## src/rtl/nibble_serial_addsub_ctrl_if.sv

```systemverilog
// Request/result bundle for the nibble-serial add/subtract sequencer.
// The requester drives the operands and start; the sequencer returns status and result.
interface nibble_serial_addsub_ctrl_if #(
  parameter int NIBBLES = 4
);
  logic                   start;
  logic                   mode;
  logic [4*NIBBLES-1:0]   op_a;
  logic [4*NIBBLES-1:0]   op_b;
  logic                   busy;
  logic                   done;
  logic [4*NIBBLES-1:0]   result;
  logic                   cout;
  logic                   overflow;

  modport master (
    output start, mode, op_a, op_b,
    input  busy, done, result, cout, overflow
  );

  modport slave (
    input  start, mode, op_a, op_b,
    output busy, done, result, cout, overflow
  );
endinterface

```

## src/rtl/nibble_serial_addsub_ctrl.sv

```systemverilog
// Multi-word add/subtract sequencer: feeds an external combinational 4-bit slice
// one nibble per clock and chains carry/borrow into a W-bit result.
module nibble_serial_addsub_ctrl #(
  parameter int NIBBLES = 4
) (
  input  logic                        clk,
  input  logic                        rst_n,
  nibble_serial_addsub_ctrl_if.slave  bus,
  output logic [3:0]                  slice_a,
  output logic [3:0]                  slice_b,
  output logic                        slice_mode,
  input  logic [3:0]                  slice_sum,
  input  logic                        slice_cout
);
  localparam int W  = 4 * NIBBLES;
  localparam int IW = (NIBBLES > 1) ? $clog2(NIBBLES) : 1;
  localparam logic [IW-1:0] LAST = IW'(NIBBLES - 1);

  typedef enum logic [1:0] {IDLE, RUN, DONE} state_t;

  state_t          state;
  logic [IW-1:0]   idx;
  logic [W-1:0]    a_q;
  logic [W-1:0]    b_q;
  logic            mode_q;
  logic [3:0]      nxt_a;
  logic [3:0]      nxt_b;

  // Operand nibbles for index idx+1; zero when past the top nibble.
  always_comb begin
    nxt_a = '0;
    nxt_b = '0;
    for (int unsigned k = 0; k < NIBBLES; k++) begin
      if (k == 32'(idx) + 32'd1) begin
        nxt_a = a_q[4*k +: 4];
        nxt_b = b_q[4*k +: 4];
      end
    end
  end

  // slice_mode doubles as the chained carry register c. The slice re-inverts
  // b by its own mode pin, so b is pre-conditioned by (mode ^ c) to leave the
  // effective operand inverted exactly when subtracting.
  always_ff @(posedge clk or negedge rst_n) begin
    if (!rst_n) begin
      state        <= IDLE;
      idx          <= '0;
      a_q          <= '0;
      b_q          <= '0;
      mode_q       <= 1'b0;
      slice_a      <= '0;
      slice_b      <= '0;
      slice_mode   <= 1'b0;
      bus.busy     <= 1'b0;
      bus.done     <= 1'b0;
      bus.result   <= '0;
      bus.cout     <= 1'b0;
      bus.overflow <= 1'b0;
    end else begin
      case (state)
        IDLE: begin
          bus.done <= 1'b0;
          if (bus.start) begin
            a_q        <= bus.op_a;
            b_q        <= bus.op_b;
            mode_q     <= bus.mode;
            idx        <= '0;
            slice_a    <= bus.op_a[3:0];
            slice_b    <= bus.op_b[3:0];
            slice_mode <= bus.mode;
            bus.busy   <= 1'b1;
            state      <= RUN;
          end
        end
        RUN: begin
          bus.result[4*idx +: 4] <= slice_sum;
          if (idx == LAST) begin
            bus.cout     <= slice_cout;
            bus.overflow <= (a_q[W-1] == (b_q[W-1] ^ mode_q)) &&
                            (slice_sum[3] != a_q[W-1]);
            slice_a      <= '0;
            slice_b      <= '0;
            slice_mode   <= 1'b0;
            bus.busy     <= 1'b0;
            bus.done     <= 1'b1;
            state        <= DONE;
          end else begin
            idx        <= idx + IW'(1);
            slice_a    <= nxt_a;
            slice_b    <= nxt_b ^ {4{mode_q ^ slice_cout}};
            slice_mode <= slice_cout;
          end
        end
        DONE: begin
          bus.done <= 1'b0;
          state    <= IDLE;
        end
        default: state <= IDLE;
      endcase
    end
  end
endmodule

```

## src/flat_wrapper.sv

```systemverilog
// flat-port wrapper written by rule: the top's interface ports become plain ports
module nibble_serial_addsub_ctrl_flat 
#(
  parameter int NIBBLES = 4
)
  (clk, rst_n, slice_a, slice_b, slice_mode, slice_sum, slice_cout, bus_start, bus_mode, bus_op_a, bus_op_b, bus_busy, bus_done, bus_result, bus_cout, bus_overflow);
  nibble_serial_addsub_ctrl_if #(.NIBBLES(NIBBLES)) bus_i ();
  input  logic clk;
  input  logic rst_n;
  output logic [3:0] slice_a;
  output logic [3:0] slice_b;
  output logic slice_mode;
  input  logic [3:0] slice_sum;
  input  logic slice_cout;
  input wire logic [$bits(bus_i.start)-1:0] bus_start;
  input wire logic [$bits(bus_i.mode)-1:0] bus_mode;
  input wire logic [$bits(bus_i.op_a)-1:0] bus_op_a;
  input wire logic [$bits(bus_i.op_b)-1:0] bus_op_b;
  output wire logic [$bits(bus_i.busy)-1:0] bus_busy;
  output wire logic [$bits(bus_i.done)-1:0] bus_done;
  output wire logic [$bits(bus_i.result)-1:0] bus_result;
  output wire logic [$bits(bus_i.cout)-1:0] bus_cout;
  output wire logic [$bits(bus_i.overflow)-1:0] bus_overflow;
  assign bus_i.start = bus_start;
  assign bus_i.mode = bus_mode;
  assign bus_i.op_a = bus_op_a;
  assign bus_i.op_b = bus_op_b;
  assign bus_busy = bus_i.busy;
  assign bus_done = bus_i.done;
  assign bus_result = bus_i.result;
  assign bus_cout = bus_i.cout;
  assign bus_overflow = bus_i.overflow;
  nibble_serial_addsub_ctrl #(.NIBBLES(NIBBLES)) u_core (.clk(clk), .rst_n(rst_n), .bus(bus_i), .slice_a(slice_a), .slice_b(slice_b), .slice_mode(slice_mode), .slice_sum(slice_sum), .slice_cout(slice_cout));
endmodule
```

## config.mk

```make
export PLATFORM = sky130hd
export DESIGN_NAME = nibble_serial_addsub_ctrl_flat
export DESIGN_NICKNAME = d
export VERILOG_FILES = /design/src/rtl/nibble_serial_addsub_ctrl_if.sv /design/src/rtl/nibble_serial_addsub_ctrl.sv /design/src/flat_wrapper.sv
export SDC_FILE = /design/constraint.sdc
export NUM_CORES = 1
export LEC_CHECK = 0
export BUFFER_PORTS_ARGS = -buffer_cell sky130_fd_sc_hd__buf_2
export CAP_MARGIN = 5
export CORE_MARGIN = 2
export CORE_UTILIZATION = 50
export DETAILED_ROUTE_END_ITERATION = 10
export PLACE_DENSITY = 0.75
export SLEW_MARGIN = 15
export SYNTH_ARGS = -nofsm -noshare
export SYNTH_HDL_FRONTEND = slang
export SYNTH_SLANG_ARGS = --single-unit
```

## constraint.sdc

```tcl
create_clock -name clk -period 2.3 [get_ports clk]
set_input_delay 0.345 -clock clk [delete_from_list [all_inputs] [get_ports clk]]
set_output_delay 0.345 -clock clk [all_outputs]
set_load 0.1 [all_outputs]
```

==> flow_results.xml, run 1 <==
<?xml version="1.0" encoding="UTF-8"?>
<metrics>
  <group name="status">
    <metric name="outcome" unit="">finished, final reports clean</metric>
  </group>
  <group name="final_layout">
    <metric name="flow.area_growth_from_synthesis" unit="%">19.7</metric>
    <metric name="utilization" unit="%">62.8</metric>
    <metric name="finalInstanceArea" unit="sq um">3760</metric>
    <metric name="finalNetCount" unit="">388</metric>
    <metric name="fill_cells" unit="">521</metric>
    <metric name="num_antenna_cells" unit="">0</metric>
    <metric name="layout-drive-gt1-share" unit="%">36.3</metric>
  </group>
  <group name="worst_setup_path">
    <metric name="critical_path.max_stage_delay" unit="ns">0.54</metric>
    <metric name="cp_data_arrival_time" unit="ns">2.25</metric>
    <metric name="worstSetupPathDepth" unit="">6</metric>
    <metric name="biggest_fanout_along_the_worst_timing_path" unit="">14</metric>
    <metric name="worst-setup-path-type" unit="">reg -&gt; reg</metric>
    <metric name="reg_to_reg_end" unit="">u_core.slice_b[2]</metric>
    <metric name="cp_data_required_time" unit="ns">2.53</metric>
    <metric name="timing.critical_path.to" unit="">u_core.slice_b[2]</metric>
    <metric name="rr_worst_depth" unit="">6</metric>
    <metric name="worst_reg2reg_startpoint" unit="">u_core.idx[1]</metric>
    <metric name="crit_start" unit="">u_core.idx[1]</metric>
    <metric name="setup.worst_path.start_class" unit="">register</metric>
    <metric name="worst-r2r-setup-slack" unit="ns">0.28</metric>
    <metric name="worst_path_dominant_cell_family" unit="">compound AO/OA/AOI/OAI gates</metric>
    <metric name="cp_num_buf_inv" unit="">1</metric>
    <metric name="endpoint_kind" unit="">register</metric>
    <metric name="cpMaxStageDelayCell" unit="">sky130_fd_sc_hd__ha_1</metric>
    <metric name="list_of_cells_traversed_by_the_critical_path" unit="">inv_1 -&gt; ha_1 -&gt; a211oi_1 -&gt; a221oi_1 -&gt; xor2_1 -&gt; o21ai_0</metric>
  </group>
  <group name="floorplanning">
    <metric name="floorplan.initialDensity" unit="%">52.5</metric>
    <metric name="boundaryPins" unit="">70</metric>
    <metric name="dieHeight" unit="um">83.3</metric>
    <metric name="die_w" unit="um">83.3</metric>
    <metric name="rows" unit="">28</metric>
    <metric name="coreArea" unit="sq um">5990</metric>
    <metric name="design.die.area" unit="sq um">6940</metric>
  </group>
  <group name="detailed_routing">
    <metric name="route.final.wire_length" unit="um">6870</metric>
    <metric name="route.detailed.vias_per_inst" unit="">5.57</metric>
    <metric name="detail_route.drc_violations" unit="">0</metric>
    <metric name="detailedRoute.firstPassIterationCount" unit="">4</metric>
    <metric name="num_vias" unit="">2335</metric>
    <metric name="first_iter_violations" unit="">118</metric>
    <metric name="route.antenna.remaining_nets" unit="">0</metric>
    <metric name="wl_per_cell" unit="um">16.4</metric>
  </group>
  <group name="global_routing">
    <metric name="gr_util_met2" unit="%">32.5</metric>
    <metric name="grt.total_usage" unit="%">20.8</metric>
    <metric name="grt_pass1_vias" unit="">2390</metric>
    <metric name="number_of_antenna_violations_at_the_first_check_in_global_routing" unit="">0</metric>
    <metric name="grt_start_max_net_pins" unit="">43</metric>
    <metric name="globalRoute.busiestLayer" unit="">met2</metric>
    <metric name="grt-ovfl-total" unit="">0</metric>
    <metric name="gr-usage-met3" unit="%">6.36</metric>
    <metric name="globalRouteMet1Util" unit="%">27.0</metric>
    <metric name="grt_pass1_wl" unit="um">11400</metric>
  </group>
  <group name="sta">
    <metric name="setup_slack" unit="ns">0.283</metric>
    <metric name="fin_crit" unit="ns">2.02</metric>
    <metric name="timing_worst_slew_pin_value" unit="ns">0.573</metric>
    <metric name="slew_headroom" unit="%">61.8</metric>
    <metric name="timing.fmax" unit="MHz">496</metric>
    <metric name="finalSetupTns" unit="ns">0</metric>
    <metric name="finalHoldViolations" unit="">0</metric>
    <metric name="worst_clock_skew" unit="ns">0.00761</metric>
    <metric name="rsz0062_at_grt" unit="">no</metric>
    <metric name="finalCritPeriodShare" unit="%">87.7</metric>
    <metric name="report.final.setup_viol" unit="">0</metric>
    <metric name="finalMaxSlewViolations" unit="">0</metric>
  </group>
  <group name="synthesis">
    <metric name="synth-edff-count" unit="">0</metric>
    <metric name="post_synth_instance_area" unit="sq um">3140</metric>
    <metric name="synth_mux_area_share" unit="%">11.1</metric>
    <metric name="async_flop_share" unit="%">100</metric>
    <metric name="synth_largest_type_area_fraction" unit="%">52.5</metric>
    <metric name="seq_area_frac_synth" unit="%">52.5</metric>
    <metric name="post_synth_main_area_contributors" unit="">sky130_fd_sc_hd__dfrtp_1, sky130_fd_sc_hd__mux2_2, sky130_fd_sc_hd__nand2_1, sky130_fd_sc_hd__ha_1, sky130_fd_sc_hd__o31ai_1</metric>
    <metric name="synth_top_family_by_area" unit="">compound AO/OA/AOI/OAI gates</metric>
    <metric name="yosys.area.top_type" unit="">sky130_fd_sc_hd__dfrtp_1</metric>
    <metric name="syn_inst" unit="">267</metric>
    <metric name="synth-seq-cells" unit="">66</metric>
    <metric name="complex_gate_fraction_of_the_synthesized_area" unit="%">16.5</metric>
    <metric name="synthAdderAreaFrac" unit="%">3.18</metric>
    <metric name="synth_cell_type_count" unit="">39</metric>
    <metric name="ys_dominant_reg_cell" unit="">sky130_fd_sc_hd__dfrtp_1</metric>
    <metric name="synth_simple_gate_area_share" unit="%">11.7</metric>
    <metric name="ys_warnings" unit="">0</metric>
    <metric name="post_synth.cell_area_avg" unit="sq um">11.8</metric>
    <metric name="yosys.area_share.xor_xnor" unit="%">1.67</metric>
    <metric name="synthesized_net_count" unit="">316</metric>
    <metric name="most_instantiated_library_cell_after_synthesis" unit="">sky130_fd_sc_hd__dfrtp_1</metric>
    <metric name="synth_commonest_cells" unit="">sky130_fd_sc_hd__dfrtp_1, sky130_fd_sc_hd__mux2_2, sky130_fd_sc_hd__nand2_1, sky130_fd_sc_hd__o31ai_1, sky130_fd_sc_hd__o21ai_0</metric>
  </group>
  <group name="placed_design">
    <metric name="dp_hpwl" unit="um">4870</metric>
    <metric name="detailed_place.area" unit="sq um">3580</metric>
    <metric name="gp_routability_congestion" unit="">0.808</metric>
    <metric name="numPortBuffers" unit="">69</metric>
    <metric name="dpl_worst_slack" unit="ns">0.149</metric>
  </group>
  <group name="clocking">
    <metric name="tritoncts_clock_tree" unit="">yes</metric>
    <metric name="cts.root.buffer_cell" unit="">sky130_fd_sc_hd__clkbuf_8</metric>
    <metric name="clkLatencyLatePin" unit="ns">0.35</metric>
    <metric name="cts_sinks" unit="">66</metric>
    <metric name="post-cts-setup-buffer-count" unit="">0</metric>
    <metric name="cts_buffer_depth" unit="">2</metric>
    <metric name="cts.htree.levels" unit="">3</metric>
    <metric name="tritoncts.num_buffers" unit="">9</metric>
    <metric name="path_clk_slew" unit="ns">0.07</metric>
  </group>
  <group name="min_path">
    <metric name="min_path_type" unit="">in -&gt; reg</metric>
  </group>
  <group name="flow_run">
    <metric name="maxCapViolations" unit="">0</metric>
  </group>
</metrics>
[layer usage]
layer / up-vias / part of all wire [%]
met5: - / 0
met4: 0 / 1.4
met3: 12 / 5.5
met2: 69 / 48
met1: 1135 / 46
li1: 1119 / -
[layout by cell type, fill, tap and decap left out, types with 7 or more instances in the layout]
master                     instances
sky130_fd_sc_hd__a22oi_1           7
sky130_fd_sc_hd__ha_1              7
sky130_fd_sc_hd__o21ai_0          10
sky130_fd_sc_hd__clkbuf_8         10
sky130_fd_sc_hd__buf_2            69
sky130_fd_sc_hd__a22o_1            8
sky130_fd_sc_hd__a21oi_1           7
sky130_fd_sc_hd__mux2_2           30
sky130_fd_sc_hd__o31ai_1          12
sky130_fd_sc_hd__nand2_1          30
sky130_fd_sc_hd__inv_1             9
sky130_fd_sc_hd__nand2b_1          9
sky130_fd_sc_hd__dfrtp_1          66
[worst min-delay path, stage by stage]
cell and delay [ns]:
sky130_fd_sc_hd__buf_2 0.08, sky130_fd_sc_hd__nand2_1 0.04, sky130_fd_sc_hd__o21ai_0 0.06
[logic make-up (layout without fill, tap and decap cells)]
kind of cell | after synthesis | after routing
AO/OA/AOI/OAI | 71 | 71
flip-flops | 66 | 66
AND/OR/NAND/NOR | 62 | 62
multiplexers | 31 | 31
buffers and inverters | 23 | 100
adder cells (fa/ha/maj) | 8 | 8
XOR/XNOR | 6 | 6
[how the worst min path moves through the flow]
| stage | start | to | slack (ns) | cells after the start |
|---|---|---|---|---|
| after floorplan | rst_n | u_core.a_q[0] | 0.05 | 0 |
| after global placement | rst_n | u_core.a_q[15] | 0.37 | 1 |
| after CTS | bus_op_a[14] | u_core.a_q[14] | 0.20 | 3 |
| after detailed placement | rst_n | u_core.mode_q | 0.38 | 1 |
| after global routing | bus_op_a[11] | u_core.a_q[11] | 0.22 | 2 |
| final | bus_op_a[14] | u_core.a_q[14] | 0.20 | 3 |
[sequential cells by signal, indices dropped and copies added, names as in the netlist]
register	count
u_core.a_q	16
u_core.bus.cout	1
u_core.slice_a	4
u_core.mode_q	1
u_core.slice_mode	1
u_core.b_q	16
u_core.idx	2
u_core.state	2
u_core.bus.done	1
u_core.slice_b	4
u_core.bus.busy	1
u_core.bus.overflow	1
u_core.bus.result	16
[metrics by stage]
stage	hold slack, ns	instances
after floorplan	0.0494	267
after global placement	0.373	402
after detailed placement	0.375	402
after CTS	0.196	419
after global routing	0.215	419
final	0.204	419
[final cells by class]
type / count / area [sq um] / share of cell area [%]
clock buffer: 11 / 141 / 3.76
clock inverter: 5 / 30.0 / 0.798
inverter: 9 / 33.8 / 0.897
multi-input combinational: 178 / 1400 / 37.1
sequential: 66 / 1650 / 43.9
tap: 75 / 93.8 / 2.49
timing repair buffer: 75 / 418 / 11.1
[what timing repair did]
| item | 4_1_cts | 5_1_grt |
|---|---|---|
| resized for setup | 0 | 1 |
| hold endpoints to repair | 22 | 0 |
| endpoints found under the setup margin | 0 | 2 |
| hold buffers | 1 | 0 |
Power of run 1 is not shown: default switching activity piles up to over one toggle a cycle in this logic, so the estimate is an artifact.
==> run 2: changes to the inputs <==
- ABC_AREA: default -> 1
- PLACE_DENSITY: 0.75 -> 0.74
==> run 2 against run 1 <==
  * Worst hold slack lost 0.016 ns
  * Largest cell class unchanged
  * Fmax increased by 0.11%
  * Setup slack gained 0.0021 ns
  * Via count up 17%
==> flow_results.xml, run 2 <==
<?xml version="1.0" encoding="UTF-8"?>
<metrics>
  <group name="status">
    <metric name="outcome" unit="">finished, final reports clean</metric>
  </group>
  <group name="worst_setup_path">
    <metric name="biggest_fanout_along_the_worst_timing_path" unit="">16</metric>
    <metric name="endpoint_kind" unit="">register</metric>
    <metric name="cp_common_cell" unit="">sky130_fd_sc_hd__nand2_1</metric>
    <metric name="setup.worst_path.start_class" unit="">register</metric>
    <metric name="list_of_cells_traversed_by_the_critical_path" unit="">inv_1 -&gt; ha_1 -&gt; nand2_1 -&gt; nand2_1 -&gt; nand2_1 -&gt; nand3_1 -&gt; nand2_1</metric>
    <metric name="critical_path.max_stage_delay" unit="ns">0.60</metric>
    <metric name="cp_data_required_time" unit="ns">2.54</metric>
    <metric name="worst_path_dominant_cell_family" unit="">adder cells</metric>
    <metric name="worst-setup-path-type" unit="">reg -&gt; reg</metric>
    <metric name="cp_data_arrival_time" unit="ns">2.25</metric>
    <metric name="cp_num_buf_inv" unit="">1</metric>
    <metric name="cpMaxStageDelayCell" unit="">sky130_fd_sc_hd__ha_1</metric>
  </group>
  <group name="final_layout">
    <metric name="largest_registers" unit="">u_core.a_q x16, u_core.b_q x16, u_core.bus.result x16</metric>
    <metric name="finalNetCount" unit="">518</metric>
    <metric name="mostFrequentLayoutCell" unit="">sky130_fd_sc_hd__nand2_1</metric>
    <metric name="flow.area_growth_from_synthesis" unit="%">20.5</metric>
    <metric name="commonest_non_fill_non_tap_cells_in_the_layout" unit="">sky130_fd_sc_hd__nand2_1, sky130_fd_sc_hd__buf_2, sky130_fd_sc_hd__dfrtp_1, sky130_fd_sc_hd__inv_1, sky130_fd_sc_hd__o21ai_1</metric>
    <metric name="num_antenna_cells" unit="">0</metric>
    <metric name="layout-drive-gt1-share" unit="%">21.7</metric>
  </group>
  <group name="synthesis">
    <metric name="synth_largest_type_area_fraction" unit="%">51.8</metric>
    <metric name="most_instantiated_library_cell_after_synthesis" unit="">sky130_fd_sc_hd__nand2_1</metric>
    <metric name="async_flop_share" unit="%">100</metric>
    <metric name="syn_inst" unit="">398</metric>
    <metric name="post_synth_instance_area" unit="sq um">3190</metric>
    <metric name="synth-edff-count" unit="">0</metric>
    <metric name="ys_warnings" unit="">0</metric>
    <metric name="ys_dominant_reg_cell" unit="">sky130_fd_sc_hd__dfrtp_1</metric>
    <metric name="synth_commonest_cells" unit="">sky130_fd_sc_hd__nand2_1, sky130_fd_sc_hd__dfrtp_1, sky130_fd_sc_hd__inv_1, sky130_fd_sc_hd__o21ai_1, sky130_fd_sc_hd__a21oi_1</metric>
    <metric name="synthesized_net_count" unit="">447</metric>
    <metric name="seq_area_frac_synth" unit="%">51.8</metric>
    <metric name="post_synth.cell_area_avg" unit="sq um">8.01</metric>
    <metric name="post_synth_main_area_contributors" unit="">sky130_fd_sc_hd__dfrtp_1, sky130_fd_sc_hd__nand2_1, sky130_fd_sc_hd__inv_1, sky130_fd_sc_hd__o21ai_1, sky130_fd_sc_hd__a21oi_1</metric>
    <metric name="synth_cell_type_count" unit="">22</metric>
    <metric name="yosys.area.top_type" unit="">sky130_fd_sc_hd__dfrtp_1</metric>
    <metric name="synth-seq-cells" unit="">66</metric>
  </group>
  <group name="clocking">
    <metric name="tritoncts.num_buffers" unit="">9</metric>
    <metric name="path_clk_slew" unit="ns">0.07</metric>
    <metric name="cts_buffer_depth" unit="">2</metric>
    <metric name="cts_resized" unit="">0</metric>
    <metric name="cts.root.buffer_cell" unit="">sky130_fd_sc_hd__clkbuf_8</metric>
    <metric name="tritoncts_clock_tree" unit="">yes</metric>
    <metric name="cts.htree.levels" unit="">3</metric>
    <metric name="clkLatencyLatePin" unit="ns">0.34</metric>
    <metric name="post-cts-setup-buffer-count" unit="">0</metric>
    <metric name="cts_sinks" unit="">66</metric>
  </group>
  <group name="floorplanning">
    <metric name="coreArea" unit="sq um">6240</metric>
    <metric name="floorplan.initialDensity" unit="%">51.1</metric>
    <metric name="boundaryPins" unit="">70</metric>
    <metric name="dieHeight" unit="um">83.8</metric>
    <metric name="design.die.area" unit="sq um">7030</metric>
    <metric name="rows" unit="">29</metric>
    <metric name="die_w" unit="um">83.8</metric>
  </group>
  <group name="sta">
    <metric name="timing.fmax" unit="MHz">496</metric>
    <metric name="slew_headroom" unit="%">61.4</metric>
    <metric name="rsz0062_at_grt" unit="">no</metric>
    <metric name="finalHoldViolations" unit="">0</metric>
    <metric name="fin_crit" unit="ns">2.02</metric>
    <metric name="finalSetupTns" unit="ns">0</metric>
    <metric name="report.final.setup_viol" unit="">0</metric>
    <metric name="fin_hold_ws" unit="ns">0.188</metric>
    <metric name="timing_worst_slew_pin_value" unit="ns">0.580</metric>
    <metric name="finalMaxSlewViolations" unit="">0</metric>
    <metric name="worst_clock_skew" unit="ns">0.00526</metric>
    <metric name="finalCritPeriodShare" unit="%">87.6</metric>
  </group>
  <group name="global_routing">
    <metric name="grt_start_max_net_pins" unit="">43</metric>
    <metric name="number_of_antenna_violations_at_the_first_check_in_global_routing" unit="">0</metric>
    <metric name="grt.total_usage" unit="%">21.5</metric>
    <metric name="grt_pass1_vias" unit="">2653</metric>
    <metric name="grt-ovfl-total" unit="">0</metric>
    <metric name="grt_pass1_wl" unit="um">12000</metric>
  </group>
  <group name="placed_design">
    <metric name="numPortBuffers" unit="">69</metric>
    <metric name="dp_hpwl" unit="um">5200</metric>
    <metric name="gp_routability_congestion" unit="">0.837</metric>
  </group>
  <group name="detailed_routing">
    <metric name="num_vias" unit="">2732</metric>
    <metric name="first_iter_violations" unit="">96</metric>
    <metric name="route.antenna.remaining_nets" unit="">0</metric>
    <metric name="detail_route.drc_violations" unit="">0</metric>
    <metric name="detailedRoute.firstPassIterationCount" unit="">4</metric>
    <metric name="route.final.wire_length" unit="um">7140</metric>
    <metric name="wl_per_cell" unit="um">13.0</metric>
    <metric name="route.detailed.vias_per_inst" unit="">4.96</metric>
  </group>
  <group name="flow_run">
    <metric name="maxCapViolations" unit="">0</metric>
  </group>
  <group name="min_path">
    <metric name="min_path_type" unit="">in -&gt; reg</metric>
  </group>
</metrics>
## run 2: changes by cell type after synthesis, sizes merged, moves of 5 or more
cell    before  now
nand4        0   10
mux2        30    0
o21ai       11   39
a22o         8    0
inv          9   39
nand2b      10    0
nand2       31  162
a21o         5    0
nor2         3   15
a21oi        7   20
a22oi        7    0
nand3        0   19
o31ai       12    2
## run 2: worst min-delay path: cells and delay by family
kind	cells	cell delay, ns
AND/OR/NAND/NOR	2	0.08
buffers and inverters	1	0.07
## run 2: cell families after synthesis
| logic type | share of synthesized area, % |
|---|---|
| buffers and inverters | 7.73 |
| AND/OR/NAND/NOR | 27.0 |
| XOR/XNOR | 0.550 |
| flip-flops | 51.8 |
| AO/OA/AOI/OAI | 9.74 |
| adder cells (fa/ha/maj) | 3.14 |
## run 2: stage by stage
stage          worst slack (ns)  utilization [%]  instance area (sq um)  instances
5_1_grt                   0.101             61.5                   3840        551
3_5_place_dp              0.355             57.3                   3580        534
3_3_place_gp              0.444             57.3                   3580        534
2_1_floorplan             0.502                -                   3190        398
6_report                  0.285             61.5                   3840        551
4_1_cts                   0.310             61.5                   3840        551
## run 2: worst paths after layout
path,start,endpoint,slack (ns),cells past startpoint
setup / recovery,u_core.idx[0],u_core.slice_b[3],0.28,7
min in group asynchronous,rst_n,u_core.bus.result[15],0.52,2
hold reg to reg,u_core.bus.busy,u_core.bus.busy,0.48,2
setup reg to reg,u_core.idx[0],u_core.slice_b[3],0.28,7
hold / removal,bus_op_b[8],u_core.b_q[8],0.19,3
max in group asynchronous,rst_n,u_core.b_q[7],1.16,3
## run 2: what timing repair did
item,4_1_cts,5_1_grt
setup endpoints to repair,0,0
hold buffers,1,0
hold endpoints to repair,17,0
## run 2: metal layers
layer  GRT usage, %  wire length [um]  vias up
li1               -                 -     1396
met1           28.2              3230     1250
met2           34.9              3440       79
met3           4.15               385        7
met4           9.24                81        0
met5              0                 0        -
## run 2: area by class of cell
class	instances	area, sq um
clock buffer	11	151
clock inverter	5	100
fill	556	2400
inverter	39	146
multi-input combinational	278	1290
sequential	66	1650
tap	77	96.3
timing repair buffer	75	405
Power of run 2 is left out for the same reason.
